File: src/rtl/bpm_pkg.sv
// Shared types and constants for the metronome tempo controller.
// Holds the BPM word type, FSM state enum and the saturating step helper.
package bpm_pkg;

  localparam int BPM_W        = 9;
  localparam int BPM_DISP_MAX = 299;
  localparam int STEP_W       = 4;
  localparam int ACCEL_AFTER  = 8;

  typedef logic [BPM_W-1:0]  bpm_t;
  typedef logic [BPM_W:0]    bpm_wide_t;
  typedef logic [STEP_W-1:0] step_t;

  typedef enum logic [1:0] {
    IDLE,
    HOLD,
    REPEAT,
    LOCK
  } bpm_state_e;

  localparam step_t STEP_FINE = 4'd1;
  localparam step_t STEP_FAST = 4'd10;

  // One extra bit of headroom so neither direction can wrap.
  function automatic bpm_t bpm_step(
    input bpm_t  v,
    input logic  up,
    input step_t st,
    input bpm_t  lo,
    input bpm_t  hi
  );
    bpm_wide_t w;
    if (up) begin
      w = {1'b0, v} + bpm_wide_t'(st);
      if (w > {1'b0, hi}) w = {1'b0, hi};
    end else begin
      w = {1'b0, v} - bpm_wide_t'(st);
      if (w[BPM_W] || (w < {1'b0, lo})) w = {1'b0, lo};
    end
    return w[BPM_W-1:0];
  endfunction

endpackage

File: src/rtl/bpm_repeat_timer.sv
// Hold / auto-repeat interval timer for the tempo buttons.
// Loadable down-counter; expire is high in the last cycle of an interval.
module bpm_repeat_timer #(
  parameter int unsigned HOLD_CYCLES   = 25_000_000,
  parameter int unsigned REPEAT_CYCLES = 5_000_000
) (
  input  logic clk,
  input  logic rst,
  input  logic clr,
  input  logic load,
  input  logic sel,
  output logic expire
);

  localparam int unsigned MAX_C =
    (HOLD_CYCLES > REPEAT_CYCLES) ? HOLD_CYCLES : REPEAT_CYCLES;
  localparam int TW = (MAX_C > 1) ? $clog2(MAX_C) : 1;

  localparam logic [TW-1:0] HOLD_LD = TW'(HOLD_CYCLES - 1);
  localparam logic [TW-1:0] REP_LD  = TW'(REPEAT_CYCLES - 1);

  logic [TW-1:0] count;
  logic          run;

  // Count down the selected interval; clr parks the timer idle.
  always_ff @(posedge clk or negedge rst) begin
    if (!rst) begin
      count <= '0;
      run   <= 1'b0;
    end else if (clr) begin
      count <= '0;
      run   <= 1'b0;
    end else if (load) begin
      count <= sel ? REP_LD : HOLD_LD;
      run   <= 1'b1;
    end else if (run && (count != '0)) begin
      count <= count - TW'(1);
    end
  end

  assign expire = run && (count == '0);

endmodule

File: src/rtl/bpm_setting_ctrl.sv
// Tempo-setting controller: two buttons -> saturating BPM value.
// Optional BPM_ACCEL_EN: step grows to 10 after 8 auto-repeat steps.
module bpm_setting_ctrl
  import bpm_pkg::*;
#(
  parameter int unsigned BPM_MIN       = 30,
  parameter int unsigned BPM_MAX       = 299,
  parameter int unsigned BPM_DEFAULT   = 120,
  parameter int unsigned HOLD_CYCLES   = 25_000_000,
  parameter int unsigned REPEAT_CYCLES = 5_000_000
) (
  input  logic             clk,
  input  logic             rst,
  input  logic             btn_inc,
  input  logic             btn_dec,
  output logic [BPM_W-1:0] bpm_value,
  output logic             bpm_changed,
  output logic             at_limit
);

  localparam bpm_t MIN_V = bpm_t'(BPM_MIN);
  localparam bpm_t MAX_V = bpm_t'(BPM_MAX);
  localparam bpm_t DEF_V = bpm_t'(BPM_DEFAULT);

  if ((BPM_MAX > BPM_DISP_MAX) || (BPM_MIN > BPM_MAX) ||
      (BPM_DEFAULT < BPM_MIN) || (BPM_DEFAULT > BPM_MAX) ||
      (HOLD_CYCLES == 0) || (REPEAT_CYCLES == 0)) begin : g_bad_cfg
    $error("bpm_setting_ctrl: illegal tempo parameters");
  end

  bpm_state_e state;
  logic       dir;
  logic       prev_inc;
  logic       prev_dec;
  logic       arm_inc;
  logic       arm_dec;

  logic       p_inc;
  logic       p_dec;
  logic       held;
  logic       other;

  logic       lock_req;
  logic       idle_step;
  logic       exp_step;
  logic       rel_req;

  logic       tmr_clr;
  logic       tmr_load;
  logic       tmr_sel;
  logic       tmr_exp;

  step_t      step_sz;
  bpm_t       idle_val;
  bpm_t       rep_val;

  // A press needs the button low last cycle and seen low since reset.
  always_comb begin
    p_inc = btn_inc & ~prev_inc & arm_inc;
    p_dec = btn_dec & ~prev_dec & arm_dec;
    held  = dir ? btn_inc : btn_dec;
    other = dir ? btn_dec : btn_inc;
  end

  // Next-state decisions shared by the FSM and the timer controls.
  always_comb begin
    lock_req  = 1'b0;
    idle_step = 1'b0;
    exp_step  = 1'b0;
    rel_req   = 1'b0;
    unique case (1'b1)
      (state == IDLE): begin
        lock_req  = btn_inc & btn_dec & (p_inc | p_dec);
        idle_step = ~lock_req & (p_inc ^ p_dec);
      end
      (state == HOLD) || (state == REPEAT): begin
        rel_req  = ~held;
        lock_req = held & other;
        exp_step = held & ~other & tmr_exp;
      end
      (state == LOCK): begin
        rel_req = ~btn_inc & ~btn_dec;
      end
      default: ;
    endcase
  end

  // Timer reloads on every step and is parked on any exit.
  always_comb begin
    tmr_load = idle_step | exp_step;
    tmr_sel  = exp_step;
    tmr_clr  = rel_req | lock_req;
  end

  bpm_repeat_timer #(
    .HOLD_CYCLES  (HOLD_CYCLES),
    .REPEAT_CYCLES(REPEAT_CYCLES)
  ) u_timer (
    .clk   (clk),
    .rst   (rst),
    .clr   (tmr_clr),
    .load  (tmr_load),
    .sel   (tmr_sel),
    .expire(tmr_exp)
  );

`ifdef BPM_ACCEL_EN
  logic [3:0] rep_cnt;

  // Auto-repeat steps taken in this hold, saturating at 15.
  always_ff @(posedge clk or negedge rst) begin
    if (!rst) begin
      rep_cnt <= '0;
    end else if (idle_step) begin
      rep_cnt <= '0;
    end else if (exp_step && (rep_cnt != 4'hF)) begin
      rep_cnt <= rep_cnt + 4'd1;
    end
  end

  assign step_sz = (rep_cnt >= 4'(ACCEL_AFTER)) ? STEP_FAST : STEP_FINE;
`else
  assign step_sz = STEP_FINE;
`endif

  // Candidate values for a first press and for an auto-repeat step.
  always_comb begin
    idle_val = bpm_step(bpm_value, p_inc, STEP_FINE, MIN_V, MAX_V);
    rep_val  = bpm_step(bpm_value, dir, step_sz, MIN_V, MAX_V);
  end

  // Main FSM with registered tempo and change pulse.
  always_ff @(posedge clk or negedge rst) begin
    if (!rst) begin
      state       <= IDLE;
      bpm_value   <= DEF_V;
      bpm_changed <= 1'b0;
      dir         <= 1'b0;
      prev_inc    <= 1'b0;
      prev_dec    <= 1'b0;
      arm_inc     <= 1'b0;
      arm_dec     <= 1'b0;
    end else begin
      prev_inc    <= btn_inc;
      prev_dec    <= btn_dec;
      arm_inc     <= arm_inc | ~btn_inc;
      arm_dec     <= arm_dec | ~btn_dec;
      bpm_changed <= 1'b0;
      unique case (1'b1)
        lock_req: begin
          bpm_value   <= DEF_V;
          bpm_changed <= (bpm_value != DEF_V);
          state       <= LOCK;
        end
        idle_step: begin
          bpm_value   <= idle_val;
          bpm_changed <= (idle_val != bpm_value);
          dir         <= p_inc;
          state       <= HOLD;
        end
        exp_step: begin
          bpm_value   <= rep_val;
          bpm_changed <= (rep_val != bpm_value);
          state       <= REPEAT;
        end
        rel_req: begin
          state <= IDLE;
        end
        default: ;
      endcase
    end
  end

  assign at_limit = (bpm_value == MIN_V) || (bpm_value == MAX_V);

endmodule

File: config.mk
export PLATFORM = sky130hd
export DESIGN_NAME = bpm_setting_ctrl
export DESIGN_NICKNAME = d
export VERILOG_FILES = /design/src/rtl/bpm_pkg.sv /design/src/rtl/bpm_repeat_timer.sv /design/src/rtl/bpm_setting_ctrl.sv
export SDC_FILE = /design/constraint.sdc
export NUM_CORES = 1
export LEC_CHECK = 0
export ABC_AREA = 1
export ABC_CLOCK_PERIOD_IN_PS = 2600
export CORE_MARGIN = 2
export CORE_UTILIZATION = 61
export CTS_BUF_LIST = sky130_fd_sc_hd__clkbuf_8
export DETAILED_ROUTE_END_ITERATION = 10
export PLACE_DENSITY = 0.8
export SLEW_MARGIN = 20
export SYNTH_ARGS = -nofsm -noshare
export SYNTH_HDL_FRONTEND = slang
export SYNTH_SLANG_ARGS = --single-unit
export TNS_END_PERCENT = 1
File: constraint.sdc
create_clock -name clk -period 2.6 [get_ports clk]
set_input_delay 0.39 -clock clk [delete_from_list [all_inputs] [get_ports clk]]
set_output_delay 0.39 -clock clk [all_outputs]
set_load 0.1 [all_outputs]
**Yosys cells after proc, flatten, opt, wreduce, memory -nomap -nowiden**

Cells that the tools add are included.

- Register bits after elaboration: 43
- Logic and storage cells: 78
- Bits of input ports: 4
- Output and inout port bits: 11

- Eq/ne operators: 8
- Bitwise logic cells: 24
- Muxes and demuxes: 19
- Reduce and logical (&&, ||, !) cells: 12
- Magnitude comparators: 2
- Add/subtract/negate cells: 3

Operators with widths:

| kind | number |
|---|---|
| $mux W25 | 4 |
| $mux W9 | 4 |
| $pmux W9 S3 | 1 |
| $logic_not A25 Y1 | 1 |
| $reduce_bool A25 Y1 | 1 |
| $sub A25 B1 Y25 const B | 1 |
| $ne A9 B9 Y1 | 2 |
| $and A1 B1 Y1 | 11 |
| $add A9 B1 Y10 const B | 1 |
| $gt A10 B9 Y1 const B | 1 |
| $lt A10 B5 Y1 const B | 1 |
| $sub A9 B1 Y10 const B | 1 |
| $eq A9 B5 Y1 const B | 1 |
| $eq A9 B9 Y1 const B | 1 |
| $ne A9 B7 Y1 const B | 1 |
| $pmux W2 S4 | 1 |
| $not A1 Y1 | 7 |
| $mux W1 | 6 |
| $reduce_bool A3 Y1 | 2 |
| $or A1 B1 Y1 | 5 |
| $eq A2 B2 Y1 const B | 2 |
| $pmux W1 S2 | 2 |
| $reduce_bool A4 Y1 | 1 |
| $logic_or A1 B1 Y1 | 3 |
| other kinds (6) | 7 |

**Depth between registers and ports, before layout**

- Depth after elaboration: 11
- Gate-level depth with buffers: 20
- Gate-level depth less buffers: 19

**Cells and area by module**

Synthesis repeated with hierarchy kept, for this count alone.

- Cell total of the unflattened synthesis: 552
- Area, all modules: 3548.4 µm²

By module, submodules not included:

| module | instances | area an instance (µm²) | cells each |
|---|---|---|---|
| bpm_repeat_timer | 1 | 1846.8 | 265 |
| bpm_setting_ctrl | 1 | 1701.6 | 287 |

**Worst setup path before layout**

No wires, ideal clock.

- Path type: register to output
- Start point: reg bpm_value[1]
- End point: out at_limit
- Cell stages (with the launch flop): 6
- Arrival: 3.929 ns
- Setup slack: -1.719 ns
- Buffers on the path: 0
- Path through: dfrtp_1 -> ha_1 -> nand2_1 -> nor3_1 -> nand2_1 -> a211oi_1

- Word-level cells in the longest chain between the ends: 2

Ends and longest elaborated chain:

| what | RTL line | source |
|---|---|---|
| start: declaration | bpm_setting_ctrl.sv:16 | `output logic [BPM_W-1:0] bpm_value,` |
| start signal: assignment | bpm_setting_ctrl.sv:156 | `bpm_value <= idle_val;` |
| start signal: assignment | bpm_setting_ctrl.sv:162 | `bpm_value <= rep_val;` |
| $eq A9 B5 Y1 / $eq A9 B9 Y1 (equally long branches) | bpm_setting_ctrl.sv:174 | `assign at_limit = (bpm_value == MIN_V) \|\| (bpm_value == MAX_V);` |
| $logic_or A1 B1 Y1 (*) | bpm_setting_ctrl.sv:174 |  |
| end: declaration | bpm_setting_ctrl.sv:18 | `output logic at_limit` |

Mark *: on every way between the ends. The rest lies on a longest branch, timed or not.

**Worst setup path after layout**

- Start point: in btn_inc
- End point: reg u_timer.count[18]

- Word-level cells in the longest chain between the ends: 10

Ends and longest elaborated chain:

| what | RTL line | source |
|---|---|---|
| start: declaration | bpm_setting_ctrl.sv:14 | `input logic btn_inc,` |
| $and A1 B1 Y1 (2 in a row) | bpm_setting_ctrl.sv:59 | `p_inc = btn_inc & ~prev_inc & arm_inc;` |
| $or A1 B1 Y1 | bpm_setting_ctrl.sv:73 | `lock_req = btn_inc & btn_dec & (p_inc \| p_dec);` |
| $and A1 B1 Y1 | bpm_setting_ctrl.sv:73 |  |
| $not A1 Y1 | bpm_setting_ctrl.sv:74 | `idle_step = ~lock_req & (p_inc ^ p_dec);` |
| $and A1 B1 Y1 | bpm_setting_ctrl.sv:74 |  |
| $mux W1 | bpm_setting_ctrl.sv:71 | `unique case (1'b1)` |
| $or A1 B1 Y1 | bpm_setting_ctrl.sv:90 | `tmr_load = idle_step \| exp_step;` |
| $mux W25 | bpm_repeat_timer.sv:33 | `end else if (load) begin` |
| $mux W25 | bpm_repeat_timer.sv:30 | `end else if (clr) begin` |
| end signal: assignment | bpm_repeat_timer.sv:34 | `count <= sel ? REP_LD : HOLD_LD;` |
| end signal: assignment | bpm_repeat_timer.sv:37 | `count <= count - TW'(1);` |
| end: declaration | bpm_repeat_timer.sv:22 | `logic [TW-1:0] count;` |

Several ways; a longest one is shown, not always the timed one.
A chain may end at the register's enable or synchronous reset.

==> flow_summary.toml <==
[global_route]
grt_max_degree = 29
antenna_found_initial = 0
grt_pass1_vias = 3393
grt_pass1_wl_mm = 15.60
overflow = 0
track_usage = 0.3195

[floorplan]
die_h_um = 77.89
die_x_um = 77.89
core-area_mm2 = 0.005172
start_util = 0.6439
io_pins = 15
rows = 26
fp.dieArea_mm2 = 0.006067

[power_and_ir_drop]
powerDensity_mw_per_mm2 = 1349
p_leak_nw = 1.899
max-vdd-ir-drop_mv = 0.8356

[setup_path]
r2r_start = "u_timer.count[0]"
endpoint_kind = "register"
path_cells = "clkdlybuf4s50_1 -> inv_1 -> nor3_2 -> inv_1 -> ha_2 -> nand2_1 -> nor2_4 -> inv_2 -> nand2_4 -> nor2_4 -> nand2_4 -> inv_2 -> nor2_4 -> inv_2 -> o21ai_1"
critPathSlowestCell = "clkdlybuf4s50_1"
cp-start-kind = "input pin"
crit_arrival_ps = 2660
critPathRequiredTime_ps = 2830
slowest_delay_ps = 500
crit_family = "buffers and inverters"
cp_max_fo = 8
cp-startpoint = "btn_inc"
cp_num_buf_inv = 6
crit_type = "in -> reg"

[clocking]
cts.sinks = 43
clk_path_buf_depth = 2
worstSkewPairLatency_ps = 300
cts_tree = "built"
htreeDepth = 2
cts_buffers = 5
cts.clk_slew.worst_paths_ps = 80
cts_root_buffer = "clkbuf_8"
cts_hold_buf = 0

[sta]
finalSetupViolations = 0
finalHoldViolCount = 0
fin_crit_sh = 0.9350
period_needed_ps = 2431
worstMarginPinSlew_ps = 648.1
relSlewSlack = 0.5680
fmax_mhz = 411.4
drv_slew = 0
finClkSkew_ps = 5.288
setup_slack_ps = 169.0

[yosys]
synthCells = 495
synth_cell_type_count = 39
syn-num-nets = 507
synth_flop_cell = "dfrtp_1"
ys_seq_elements = 43
syn_area_mm2 = 0.003331
synthMuxAreaShare = 0
synth-edff-count = 0
ys_seq_area_frac = 0.3246
post_synth.cell_area_avg_um2 = 6.729
ys_async_sr_fraction = 1.000
synth_adder_area_share = 0.03005
yosys_warnings = 0
synth_xor_area_frac = 0.01052
synthSimpleGateAreaFrac = 0.3993
synth_top_family_by_area = "simple AND/OR/NAND/NOR gates"
synth-compound-area-share = 0.1424

[place]
dp_hpwl_mm = 6.746
pre_cts_ws_ps = -278.1
place_congestion = 1.021
io_buffers = 14

[layout]
mostFrequentLayoutCells = "nand2_1 (114), inv_1 (62), nor2_1 (49)"
area_growth_pct = 17.62
layout_commonest_cell = "nand2_1"
post-route-util = 0.7574
antenna_cells = 0
fin_nets = 554
drive_gt1_frac = 0.2210

[detailed_routing]
firstDrtPassIters = 5
dr.first_iter.drc_count = 250
route.vias.total = 3513
wire_per_inst_um = 14.54
antenna_left = 0
post_drt_via_cell_ratio = 5.731
drcViolationCount = 0
wl_mm = 8.914

[run]
cap_violations = 0

[status]
outcome = "finished, final reports clean"

[min_path]
hp-class = "in -> async"
## cell usage after synthesis, types with 2 or more instances
library cell,instances,area [um^2]
nand2_1,118,442.9
inv_1,62,232.7
nor2_1,50,187.7
nand3_1,41,205.2
dfrtp_1,39,975.9
o21ai_0,33,165.2
a21oi_1,20,100.1
nand4_1,16,100.1
nor2_2,14,87.58
nand2_2,10,62.56
nor3_1,10,50.05
o21ai_1,10,50.05
ha_1,8,100.1
inv_2,6,22.52
nand3_2,6,60.06
o211ai_1,6,45.04
o22ai_1,6,37.54
buf_2,5,25.02
dfstp_2,4,105.1
nor2_4,4,45.04
xor2_1,3,26.28
a211oi_1,2,15.01
a31oi_1,2,12.51
buf_4,2,15.01
nand2_4,2,22.52
nor3_2,2,20.02
o21bai_1,2,15.01
## state kept, by name (all words and copies together) (netlist names)
register,cells
u_timer.run,1
u_timer.count,25
prev_inc,1
arm_dec,1
arm_inc,1
prev_dec,1
dir,1
state,2
bpm_value,9
bpm_changed,1
## per-layer routing
metal  wire length (um)  up-vias  GRT usage
met4                211        0     0.1193
met5                  0        -          0
met1               3879     1621     0.4010
li1                   -     1732          -
met2               4337      134     0.5483
met3                485       26    0.05698
## what timing repair did
action,4_1_cts,5_1_grt
endpoints found under the setup margin,0,20
gates resized for setup,0,12
setup buffers,0,2
## where the power goes
part	switching (mW)	internal [mW]
clock network	0.238	0.239
registers	0.331	0.957
logic	2.38	1.14
total	2.95	2.34
## worst paths after layout
kind / end / slack [ps] / cells after the start
max: u_timer.count[18] / 170 / 15
max reg2reg: u_timer.count[18] / 200 / 16
min in group clk: arm_inc / 480 / 2
min: arm_inc / 100 / 1
min reg2reg: arm_inc / 480 / 2
max in group asynchronous: u_timer.count[6] / 1820 / 2
## cell families after synthesis
kind of cell               count (synthesis)
DFF                                       43
xor gates and xnor gates                   4
and+or+nand+nor                          279
buffers and inverters                     76
AOI/OAI and AO/OA                         85
adders and majority gates                  8
## through the flow
step | cells | hold slack (ps) | cell area (um^2) | TNS [ps] | power, mW
after floorplan | 495 | 94.41 | 3366 | -3.082 | 3.784
after global placement | 603 | 437.6 | 3766 | -1586 | 4.678
after detailed placement | 603 | 453.8 | 3766 | -3661 | 4.729
after CTS | 611 | 128.2 | 3866 | 0 | 5.219
after global routing | 613 | 152.1 | 3918 | -4.077 | 5.716
final | 613 | 104.4 | 3918 | 0 | 5.286
## final cells by class
cell class                 count  area [um^2]
sequential                    43         1099
clock buffer                   7        96.34
timing repair buffer          48        387.9
fill                         425         1255
inverter                      68        255.2
multi-input combinational    376         1988
tap                           70        87.58
clock inverter                 1        3.754
Note: power is estimated with default switching activity, not from simulation.
==> variant (same settings) <==
The package constant `BPM_W` goes from 9 to 18.
--- a/src/rtl/bpm_pkg.sv
+++ b/src/rtl/bpm_pkg.sv
@@ -2,7 +2,7 @@
 // Holds the BPM word type, FSM state enum and the saturating step helper.
 package bpm_pkg;
 
-  localparam int BPM_W        = 9;
+  localparam int BPM_W        = 18;
   localparam int BPM_DISP_MAX = 299;
   localparam int STEP_W       = 4;
   localparam int ACCEL_AFTER  = 8;
Ports: changed (resized bpm_value); port bits go from 15 to 24. No check against the original RTL was run, so the function may have changed too.
==> variant against the original RTL <==
  * The flow now finishes with violations (negative setup slack)
  * Sequential cell count increased by 9
  * Setup slack got worse by 0.31 ns
  * Clock power increased by 28%
  * Count of clock-buffer cells in the layout decreased by 1
  * Cell area increased by 50%
  * Routed wire length increased by 67%
  * First-iteration DRC count increased to 2.5 times the old value
  * Synthesized area increased by 32%
  * Sequential power increased by 13%
  * Sequential share of layout area decreased by 5.1 points
  * Total power increased by 33%
  * Core utilization increased by 9.9 points
  * Non-clock buffer count increased by 89
  * Critical path type is now reg -> reg
==> variant: results (changes against the original RTL) <==
status complete, but fails checks; violated checks negative setup slack; clock skew 0.01005 ns (+0.004764 ns); met3 WL 1367 um (+180%); # clk buffers 6 (-1); postcts setup bufs 8 (+8); Port Buffers 23 (+9); adder-cell area share of the yosys netlist 2.284% (-0.72 points); register share of the cell area 22.94% (-5.1 points); fraction of standard cell area in multi-input logic 48.72% (-2.0 points); NonClk Buf Share 18.05% (+8.1 points); largest net degree at the start of global routing 22 (-24%); CTS resizes 18 (+18); Seq/Total Area, Yosys 29.80% (-2.7 points); CTS Sinks 52 (+21%); Total Nets Final 797 (+44%); global-route wire length before repair 23140 um (+48%); CP max-delay cell dfrtp_4; via count 5230 (+49%); met1 global-route usage 48.92% (+8.8 points); Regs by FF count u_timer.count: 25 flops, bpm_value: 18 flops, state: 2 flops; GR met2 Demand/Resource 63.57% (+8.7 points); Tot GR Track Use 37.74% (+5.8 points); number of global-route vias before repair 4953 (+46%); Synth top cells by count nand2_1 (152), inv_1 (84), nor2_1 (71); Synthesized Nets 670 (+32%); Compound-Gate Fraction of Synth Area 12.73% (-1.5 points); placed cells 859 (+42%); drt initial violations 632 (+150%); ClkCell Share 2.062% (-0.49 points); Critical Path Fanout Max 7 (-1); Logic inverters 93 (+37%); die area 0.007879 mm^2 (+30%); TNS Setup -0.1435 ns (-0.1435 ns); Crit path largest cell delay 0.54 ns (+0.04 ns); P_leak 0.002919 uW (+54%); Comb. pwr 4960 uW (+41%); Final Worst Setup Slack -0.1435 ns (-0.3125 ns); Internal 3259 uW (+39%); CP Data Arrival Time 2.97 ns (+0.31 ns); VDD IR max 1.331 mV (+59%); xor and xnor fraction of the mapped netlist area 3.997% (+2.9 points); Setup Viol. Count Final 1 (+1); comb_multi_in 496 (+32%); Buffers, non-clock 137 (+190%); layout cell share with drive strength beyond 1 32.82% (+11 points); Global Route met3 Usage 5.690% (-0.0074 points); synth top area cells dfrtp_1 (27%), nand2_1 (13%), inv_1 (7.2%), nand3_1 (6.2%), nor2_1 (6.1%)
-- variant: final timing paths --
kind	from	endpoint	slack (ns)	cells past startpoint
worst max-delay path	bpm_value[0]	bpm_changed	-0.14	20
worst min-delay path	btn_inc	prev_inc	0.37	2
worst max register to register	bpm_value[0]	bpm_changed	-0.14	20
worst min register to register	arm_inc	arm_inc	0.50	2
max in group asynchronous	rst	bpm_value[6]	1.37	3
min in group asynchronous	rst	u_timer.count[17]	0.53	2
-- variant: logic make-up (layout without fill, tap and decap cells) --
logic type | after synthesis | count (layout)
compound gates | 97 | 97
xor+xnor | 20 | 20
fa+ha+maj | 8 | 8
buf+inv | 111 | 238
flops | 52 | 52
simple gates | 370 | 371
-- variant: worst max-delay path: cells and delay by family, from the launching register on --
| family | cells | cell delay (ns) |
|---|---|---|
| adders and majority gates | 1 | 0.15 |
| DFF | 1 | 0.54 |
| buffers and inverters | 4 | 0.30 |
| and+or+nand+nor | 15 | 1.66 |
